--- config.mk ---
export PLATFORM = sky130hd
export DESIGN_NAME = ahb_mul_regfile
export DESIGN_NICKNAME = d
export VERILOG_FILES = /design/src/rtl/ahb_pkg.sv /design/src/rtl/ahb_mul_iter.sv /design/src/rtl/ahb_mul_regfile.sv
export SDC_FILE = /design/constraint.sdc
export NUM_CORES = 1
export LEC_CHECK = 0
export ABC_CLOCK_PERIOD_IN_PS = 10600
export BUFFER_PORTS_ARGS = -buffer_cell sky130_fd_sc_hd__buf_2
export CAP_MARGIN = 20
export CORE_UTILIZATION = 58
export CTS_CLUSTER_SIZE = 8
export DETAILED_ROUTE_END_ITERATION = 10
export PLACE_DENSITY = 0.77
export SYNTH_ARGS = -nofsm -noshare
export SYNTH_HDL_FRONTEND = slang
export SYNTH_HIERARCHICAL = 1
export SYNTH_SLANG_ARGS = --single-unit
--- constraint.sdc ---
create_clock -name HCLK -period 10.6 [get_ports HCLK]
set_input_delay 0.53 -clock HCLK [delete_from_list [all_inputs] [get_ports HCLK]]
set_output_delay 0.53 -clock HCLK [all_outputs]
set_load 0.02 [all_outputs]
--- src/rtl/ahb_pkg.sv ---
// Shared AHB-Lite encodings and the error-response state type used by the
// multiplier register-file slave.
package ahb_pkg;

  localparam logic [1:0] HTRANS_IDLE   = 2'b00;
  localparam logic [1:0] HTRANS_BUSY   = 2'b01;
  localparam logic [1:0] HTRANS_NONSEQ = 2'b10;
  localparam logic [1:0] HTRANS_SEQ    = 2'b11;

  localparam logic [2:0] HSIZE_WORD = 3'b010;

  localparam logic HRESP_OKAY  = 1'b0;
  localparam logic HRESP_ERROR = 1'b1;

  typedef enum logic [1:0] {
    ERR_IDLE   = 2'd0,
    ERR_FIRST  = 2'd1,
    ERR_SECOND = 2'd2
  } errState_e;

  // Completed-multiply counter increments but sticks at all-ones.
  function automatic logic [15:0] satInc16(input logic [15:0] v);
    return (v == 16'hFFFF) ? v : v + 16'd1;
  endfunction

endpackage

--- src/rtl/ahb_mul_iter.sv ---
// Iterative unsigned 32x32 shift-add multiplier retiring MUL_BITS multiplier
// bits per cycle; p carries the full 64-bit product during the done cycle.
module ahb_mul_iter #(
  parameter int unsigned MUL_BITS = 4
) (
  input  logic        clk,
  input  logic        rst_n,
  input  logic        start,
  input  logic [31:0] a,
  input  logic [31:0] b,
  output logic        busy,
  output logic        done,
  output logic [63:0] p
);

  localparam int unsigned L  = 32 / MUL_BITS;
  localparam int unsigned CW = (L > 1) ? $clog2(L) : 1;

  logic [63:0]   mcand_q;
  logic [31:0]   mplier_q;
  logic [63:0]   prod_q;
  logic [CW-1:0] cnt_q;
  logic          busy_q;
  logic [63:0]   partial;
  logic [63:0]   prod_d;

  always_comb begin
    partial = '0;
    for (int j = 0; j < int'(MUL_BITS); j++) begin
      if (mplier_q[j]) begin
        partial = partial + (mcand_q << j);
      end
    end
    prod_d = prod_q + partial;
  end

  always_ff @(posedge clk or negedge rst_n) begin
    if (!rst_n) begin
      mcand_q  <= '0;
      mplier_q <= '0;
      prod_q   <= '0;
      cnt_q    <= '0;
      busy_q   <= 1'b0;
    end else if (start && !busy_q) begin
      mcand_q  <= {32'd0, a};
      mplier_q <= b;
      prod_q   <= '0;
      cnt_q    <= CW'(L - 1);
      busy_q   <= 1'b1;
    end else if (busy_q) begin
      prod_q   <= prod_d;
      mcand_q  <= mcand_q << MUL_BITS;
      mplier_q <= mplier_q >> MUL_BITS;
      if (cnt_q == '0) begin
        busy_q <= 1'b0;
      end else begin
        cnt_q <= cnt_q - 1'b1;
      end
    end
  end

  assign busy = busy_q;
  assign done = busy_q && (cnt_q == '0);
  assign p    = prod_d;

endmodule

--- src/rtl/ahb_mul_regfile.sv ---
// AHB-Lite slave: word register file whose data-register writes multiply into
// a running-product accumulator, with wait states while the multiplier runs.
module ahb_mul_regfile
  import ahb_pkg::*;
#(
  parameter int unsigned NUM_REGS = 8,
  parameter int unsigned MUL_BITS = 4
) (
  input  logic        HCLK,
  input  logic        HRESETn,
  input  logic [31:0] M_AHB_0_haddr,
  input  logic [1:0]  M_AHB_0_htrans,
  input  logic        M_AHB_0_hwrite,
  input  logic [2:0]  M_AHB_0_hsize,
  input  logic [2:0]  M_AHB_0_hburst,
  input  logic [3:0]  M_AHB_0_hprot,
  input  logic        M_AHB_0_hmastlock,
  input  logic [31:0] M_AHB_0_hwdata,
  output logic [31:0] M_AHB_0_hrdata,
  output logic        M_AHB_0_hready,
  output logic        M_AHB_0_hresp,
  output logic [3:0]  led
);

  localparam int unsigned IW = $clog2(NUM_REGS + 2);
  localparam int unsigned RW = $clog2(NUM_REGS);
  localparam logic [IW-1:0] ACC_IDX    = IW'(NUM_REGS);
  localparam logic [IW-1:0] STATUS_IDX = IW'(NUM_REGS + 1);

  logic [IW-1:0] addrIdx;
  logic          addrSel;
  logic          addrLegal;
  logic          unusedInputs;

  logic          dValid_q;
  logic          dWrite_q;
  logic [IW-1:0] dIdx_q;
  errState_e     errState_q;

  logic [31:0]   regs_q [NUM_REGS];
  logic [31:0]   acc_q, acc_d;
  logic [15:0]   cnt_q, cnt_d;
  logic          ovf_q, ovf_d;

  logic          dIsData, dIsAcc, dIsStatus;
  logic          stall, hreadyOut, xferDone;
  logic          regWrite, accWrite, statusClr;
  logic          mulBusy, mulDone;
  logic [63:0]   mulP;

  assign addrIdx   = M_AHB_0_haddr[IW+1:2];
  assign addrSel   = hreadyOut &&
                     (M_AHB_0_htrans == HTRANS_NONSEQ || M_AHB_0_htrans == HTRANS_SEQ);
  assign addrLegal = (addrIdx <= STATUS_IDX) && (M_AHB_0_hsize == HSIZE_WORD);

  assign unusedInputs = ^{M_AHB_0_hburst, M_AHB_0_hprot, M_AHB_0_hmastlock,
                          M_AHB_0_haddr[31:IW+2], M_AHB_0_haddr[1:0]};

  assign dIsData   = dIdx_q < ACC_IDX;
  assign dIsAcc    = dIdx_q == ACC_IDX;
  assign dIsStatus = dIdx_q == STATUS_IDX;

  // Anything touching ACC, or launching a new multiply, waits for the multiplier.
  assign stall     = dValid_q && mulBusy && (dIsAcc || (dIsData && dWrite_q));
  assign hreadyOut = !stall && (errState_q != ERR_FIRST);
  assign xferDone  = dValid_q && !stall;

  assign regWrite  = xferDone && dWrite_q && dIsData;
  assign accWrite  = xferDone && dWrite_q && dIsAcc;
  assign statusClr = xferDone && dWrite_q && dIsStatus;

  always_ff @(posedge HCLK or negedge HRESETn) begin
    if (!HRESETn) begin
      dValid_q <= 1'b0;
      dWrite_q <= 1'b0;
      dIdx_q   <= '0;
    end else if (hreadyOut) begin
      dValid_q <= addrSel && addrLegal;
      dWrite_q <= M_AHB_0_hwrite;
      dIdx_q   <= addrIdx;
    end
  end

  // Illegal address phases are answered with the two-cycle ERROR sequence.
  always_ff @(posedge HCLK or negedge HRESETn) begin
    if (!HRESETn) begin
      errState_q <= ERR_IDLE;
    end else begin
      case (errState_q)
        ERR_FIRST: errState_q <= ERR_SECOND;
        default:   errState_q <= (addrSel && !addrLegal) ? ERR_FIRST : ERR_IDLE;
      endcase
    end
  end

  ahb_mul_iter #(
    .MUL_BITS(MUL_BITS)
  ) u_mul (
    .clk  (HCLK),
    .rst_n(HRESETn),
    .start(regWrite),
    .a    (acc_q),
    .b    (M_AHB_0_hwdata),
    .busy (mulBusy),
    .done (mulDone),
    .p    (mulP)
  );

  // A STATUS clear landing on the final multiply cycle still counts that product.
  always_comb begin
    acc_d = acc_q;
    cnt_d = statusClr ? 16'd0 : cnt_q;
    ovf_d = statusClr ? 1'b0 : ovf_q;
    if (accWrite) begin
      acc_d = M_AHB_0_hwdata;
    end else if (mulDone) begin
      acc_d = mulP[31:0];
    end
    if (mulDone) begin
      cnt_d = satInc16(cnt_d);
      ovf_d = ovf_d || (mulP[63:32] != 32'd0);
    end
  end

  always_ff @(posedge HCLK or negedge HRESETn) begin
    if (!HRESETn) begin
      acc_q <= 32'd1;
      cnt_q <= '0;
      ovf_q <= 1'b0;
    end else begin
      acc_q <= acc_d;
      cnt_q <= cnt_d;
      ovf_q <= ovf_d;
    end
  end

  always_ff @(posedge HCLK or negedge HRESETn) begin
    if (!HRESETn) begin
      for (int i = 0; i < int'(NUM_REGS); i++) begin
        regs_q[i] <= '0;
      end
    end else if (regWrite) begin
      regs_q[dIdx_q[RW-1:0]] <= M_AHB_0_hwdata;
    end
  end

  always_comb begin
    M_AHB_0_hrdata = '0;
    if (dValid_q && !dWrite_q) begin
      if (dIsData) begin
        M_AHB_0_hrdata = regs_q[dIdx_q[RW-1:0]];
      end else if (dIsAcc) begin
        M_AHB_0_hrdata = acc_q;
      end else begin
        M_AHB_0_hrdata = {8'd0, cnt_q, 6'd0, ovf_q, mulBusy};
      end
    end
  end

  assign M_AHB_0_hready = hreadyOut;
  assign M_AHB_0_hresp  = (errState_q == ERR_IDLE) ? HRESP_OKAY : HRESP_ERROR;
  assign led            = regs_q[0][3:0];

endmodule
[Word-level counts from Yosys, hierarchy flattened]
Index checks and enable logic that the tools add are counted.
Cells by class
  add/subtract/negate cells: 6
  multiplexer cells: 35
  divide/modulo/power cells: 0
  bitwise gates (word level): 1
  reductions and logical operators: 30
  magnitude comparators: 4
  shifts and indexed selects: 0
  $mul: 0
  equality and inequality tests: 9
Operators with widths (number)
  $mux W64: 8
  $mux W32: 10
  $add A64 B64 Y64: 4
  $bwmux W256: 1
  $bmux W32 S3: 1
  $demux W32 S3: 1
  $mux W16: 3
  $reduce_bool A32 Y1: 1
  $logic_and A1 B1 Y1: 17
  $add A16 B1 Y16 const B: 1
  $eq A16 B16 Y1 const B: 1
  $mux W3: 3
  $eq A4 B4 Y1 const B: 2
  $mux W1: 7
  $eq A2 B2 Y1 const B: 2
  $ge A4 B4 Y1 const B: 1
  $le A4 B4 Y1 const B: 1
  $logic_not A1 Y1: 4
  $lt A4 B1 Y1 const B: 1
  $lt A4 B4 Y1 const B: 1
  $ne A2 B1 Y1 const B: 2
  $not A3 Y4: 1
  $reduce_bool A2 Y1: 2
  $eq A3 B2 Y1 const B: 1
  other kinds (7): 9
Storage, ports and cells
  bits in latches: 0
  bits in read-only memories: 0
  memory bits (writable): 0
  flip-flop bits (word level): 477
  word-level logic and storage cells: 105
  output and inout port bits: 38
  input port bits: 80
  memories: 0

[Longest topological paths before layout]
  depth after elaboration: 12
  gate-level depth with buffers: 59
  gate-level depth less buffers: 54

[Cells and area by module]
Netlist, hierarchy kept.
Modules (own cells, without submodules)
  ahb_mul_iter: cells an instance 3046, sequential area each 4103.9 um2, area each 23207.3 um2, instances 1
  ahb_mul_regfile: cells an instance 1063, sequential area each 7833.8 um2, area each 14756.7 um2, instances 1

[Worst setup path after synthesis]
Ideal clock, no wire load.
  path type: reg-to-reg
  start point: register u_mul.mplier_q[0]
  end point: register ovf_q
  buffers on the path: 7
  slack: -918 ps
  required time: 10480 ps
  setup time: 120 ps
  period minus slack after synthesis: 11518 ps
  cell stages (with the launch flop): 53
  arrival time: 11398 ps
  cell sequence: dfrtp_1 -> buf_2 -> buf_2 -> clkbuf_1 -> clkbuf_1 -> clkbuf_1 -> clkbuf_1 -> nand2_1 -> fa_1 -> nand2b_1 -> nor3_1 -> and2_1 -> a311oi_1 -> o41ai_2 -> nor2_1 -> o311ai_0 -> xor2_1 -> mux2_2 -> [17 not listed] -> xor2_1 -> nand2_1 -> o21a_1 -> ha_1 -> a21o_1 -> a21oi_1 -> nor2_1 -> a311o_1 -> a21o_1 -> a31oi_1 -> a21oi_1 -> a21oi_1 -> xnor3_1 -> xnor2_1 -> nor4_1 -> nand4_1 -> o21ai_0 -> nand2_1
Between the ends
  word-level cells in the longest chain between the ends: 11
RTL lines
  start, declared: line ahb_mul_iter.sv:20  | logic [31:0] mplier_q;
  start signal, assigned: line ahb_mul_iter.sv:53  | mplier_q <= mplier_q >> MUL_BITS;
  $mux W64 *: line ahb_mul_iter.sv:30  | if (mplier_q[j]) begin
  $add A64 B64 Y64: line ahb_mul_iter.sv:31  | partial = partial + (mcand_q << j);
  $mux W64 *: line ahb_mul_iter.sv:30
  $add A64 B64 Y64: line ahb_mul_iter.sv:31
  $mux W64 *: line ahb_mul_iter.sv:30
  $add A64 B64 Y64: line ahb_mul_iter.sv:31
  $mux W64 *: line ahb_mul_iter.sv:30
  $add A64 B64 Y64 *: line ahb_mul_iter.sv:34  | prod_d = prod_q + partial;
  net mulP[63]: line ahb_mul_regfile.sv:49  | logic [63:0] mulP;
  $reduce_bool A32 Y1 *: line ahb_mul_regfile.sv:121  | ovf_d = ovf_d || (mulP[63:32] != 32'd0);
  $logic_or A1 B1 Y1 *: line ahb_mul_regfile.sv:121
  $mux W1 *: line ahb_mul_regfile.sv:119  | if (mulDone) begin
  net ovf_d: line ahb_mul_regfile.sv:43  | logic ovf_q, ovf_d;
  end signal, assigned: line ahb_mul_regfile.sv:133  | ovf_q <= ovf_d;
  end, declared: line ahb_mul_regfile.sv:43
The timed path passes the listed nets; every way through them passes the cells marked *.
A chain may end at the register's enable or synchronous reset.

[Final worst setup path]
Same ends and word-level chain as after synthesis.

==> qor.yml <==
outcome: "completed"
viasPerCell: 6.488
fin_area_sq_um: 44850
synthesis.area_sq_um: 37960
crit_required_ps: 11090
rsz0062_at_grt: "true"
h-tree-depth: 3
hold_violations: 0
fill_cells: 4851
rows: 93
antenna_violating_nets_post_route: 0
arrival_ps: 10890
drv_cap: 0
path_class: "register to register"
slowest_stage: "a2111o_1"
finClkSkew_ps: 28.63
layout_common_cells: "dfrtp_1, buf_4, nand2_1, mux2_2, o21ai_0"
placed_cell_area_sq_um: 41860
grt_pass1_vias: 34080
vias: 34760
worst-path-buf-inv: 9
synth_seq_area_share: 0.3144
vdd_drop_max_mv: 0.1630
switching_share: 0.4384
fin_crit_sh: 0.9808
crit_family: "compound AO/OA/AOI/OAI gates"
seqPwrFrac: 0.258
clk_pin_slew_ps: 50
layout-drive-gt1-share: 0.2688
cellPowerDensity_nw_per_um2: 240.5
wl_per_cell_microns: 22.65
ys_ff_latch: 477
comb_power_share: 0.547
die_w_microns: 257.8
synthArstFlopShare: 1.000
timing.fmax_mhz: 96.19
leakagePower_uw: 0.02098
power.total_uw: 10790
floorplan.die_area_sq_um: 66480
power.share.clock: 0.195
final.min_clock_period_ps: 10400
cts_root_buf: "clkbuf_16"
finalMaxSlewViolations: 0
grt.overflow.total: 0
clock_latency_ps: 620
p_int_uw: 6059
grt_usage: 0.3574
layout_commonest_cell: "dfrtp_1"
ys.flop_type: "dfrtp_1"
cp_common_cell: "a21o_1"
fp.dieH_microns: 257.8
max_stage_delay_ps: 460
drc: 0
tritoncts: "yes"
yosysWarningCount: 6
yosysTopAreaCell: "dfrtp_1"
postSynthCellCount: 4109
hold_path.class: "primary input to register"
clk_path_buf_depth: 3
end_kind: "register"
cts.sinks: 477
core_area_sq_um: 64580
nets: 4806
antenna_found_initial: 2
synth.avg_cell_area_sq_um: 9.239
place_congestion: 1.003
synth_edf_count: 0
relSlewSlack: 0.2418
syn2layout_area_growth_pct: 18.15
first_iter_violations: 3720
grt_max_degree: 177
wl_mm: 121.4
setup_viol: 0
synth_top_area_frac: 0.3138
syn-num-nets: 4437
cts_buffers: 71
startpoint_type: "register"
grt_pass1_wl_mm: 188.6
synth.area.top_cells: "dfrtp_1, mux2_2, ha_1, o21ai_0, nand2_1"
ios: 118
dr.pass1.iters: 8
yosys.cell_types.count: 96
initial_core_util: 0.5879
numPortBuffers: 80
worstMarginPinSlew_ps: 1137
cp_max_fo: 5
power_switching_uw: 4729
post-dp-hpwl_mm: 84.14
## logic make-up (layout without fill, tap and decap cells)
logic type / count (synthesis) / count (layout) / share of synthesized area
AO/OA/AOI/OAI: 1191 / 1191 / 0.2013
multiplexers: 535 / 535 / 0.1735
adder cells (fa/ha/maj): 248 / 248 / 0.08253
flip-flops: 477 / 477 / 0.3144
AND/OR/NAND/NOR: 1057 / 1057 / 0.1342
XOR/XNOR: 238 / 238 / 0.05527
other: 0 / 1 / 0
buffers and inverters: 363 / 756 / 0.03876
## what timing repair did
item                                   CTS  global route
setup endpoints to repair                5            11
resized for setup                       30           128
endpoints found under the hold margin   60             0
buffers inserted                         8            21
pin swaps                               19            73
hold buffers                             1             0
## registers in the layout, summed over array words and instances, names as in the netlist, 3 cells and up
register / count
acc_q: 32
cnt_q: 16
dIdx_q: 4
led: 4
regs_q: 252
u_mul/cnt_q: 3
u_mul/mcand_q: 64
u_mul/mplier_q: 32
u_mul/prod_q: 64
## per-stage QoR
| step | hold WS [ps] | std cells | utilization | setup WS (ps) | setup TNS (ps) |
|---|---|---|---|---|---|
| after global placement | 438.6 | 5229 | 0.6481 | -358.6 | -358.6 |
| after CTS | 138.1 | 5335 | 0.6820 | 1.680 | 0 |
| after floorplan | 234.4 | 4109 | - | 24.36 | 0 |
| after detailed placement | 447.6 | 5229 | 0.6481 | -462.0 | -741.9 |
| final | 151.0 | 5358 | 0.6945 | 203.9 | 0 |
| after global routing | 148.7 | 5358 | 0.6945 | -261.1 | -502.0 |
## cells in the mapped netlist (10+ instances only)
| cell type | n |
|---|---|
| o21bai_1 | 56 |
| nor2b_1 | 41 |
| mux4_2 | 64 |
| o21a_1 | 30 |
| and3_1 | 31 |
| buf_4 | 14 |
| or3_1 | 17 |
| a21o_1 | 139 |
| o31ai_1 | 17 |
| nand3_1 | 79 |
| and2_1 | 56 |
| o2111ai_1 | 10 |
| xnor2_1 | 146 |
| a221oi_1 | 15 |
| nor3_1 | 46 |
| o21ai_1 | 13 |
| o21ai_0 | 313 |
| and4_1 | 13 |
| ha_1 | 244 |
| xor2_1 | 91 |
| clkbuf_1 | 179 |
| a211oi_1 | 45 |
| nand2b_1 | 59 |
| mux2_2 | 342 |
| nor2_1 | 180 |
| mux2i_1 | 127 |
| buf_1 | 16 |
| a22o_1 | 70 |
| dfrtp_1 | 476 |
| buf_2 | 39 |
| nand4_1 | 66 |
| a311oi_1 | 23 |
| nor4_1 | 16 |
| o211ai_1 | 13 |
| a21oi_1 | 301 |
| nand2_1 | 414 |
| inv_1 | 114 |
| a31oi_1 | 35 |
## worst register-to-register path: cells and delay by family (launching register included)
| family | cells | cell delay (ps) |
|---|---|---|
| AOI/OAI and AO/OA | 25 | 4940 |
| and+or+nand+nor | 11 | 1480 |
| adders and majority gates | 5 | 1420 |
| buffers and inverters | 9 | 1170 |
| muxes | 2 | 470 |
| xor gates and xnor gates | 4 | 390 |
| DFF | 1 | 360 |
## final timing paths
path                                   start                 to  slack (ps)  cells past startpoint
min                         M_AHB_0_haddr[2]          dIdx_q[0]         150                      2
max                        u_mul/mplier_q[0]              ovf_q         200                     56
min reg2reg                    errState_q[1]      errState_q[1]         470                      1
min in group asynchronous            HRESETn  u_mul/mcand_q[59]         480                      2
max in group asynchronous            HRESETn          acc_q[12]        7930                      4
max reg2reg                u_mul/mplier_q[0]              ovf_q         200                     56
## power by group through the flow
stage / combinational, uW / sequential, uW / clock, uW
after floorplan: 3750 / 2470 / 0
after global placement: 5420 / 2740 / 0
after detailed placement: 5530 / 2760 / 0
after CTS: 5600 / 2750 / 2120
after global routing: 6380 / 2810 / 2200
final: 5900 / 2780 / 2100
## per-layer routing
metal / routed length, microns / part of all wire / up-vias / GRT usage
met2: 56680 / 0.47 / 1573 / 0.5739
met1: 51710 / 0.43 / 17050 / 0.4898
met5: 10 / 0.000082 / - / 0
li1: - / - / 15860 / -
met4: 4137 / 0.034 / 2 / 0.1384
met3: 8828 / 0.073 / 276 / 0.05035
## final cells by class
class | instances | area [sq um] | area share
Antenna cell | 1 | 2.502 | 0.00005579
Clock buffer | 88 | 1882 | 0.04195
Sequential cell | 477 | 11950 | 0.2665
Inverter | 114 | 427.9 | 0.009540
Multi-Input combinational cell | 3269 | 25400 | 0.5663
Clock inverter | 9 | 136.4 | 0.003041
Timing Repair Buffer | 545 | 3983 | 0.08879
Tap cell | 855 | 1070 | 0.02385
Power figures use the tool's default switching activity.
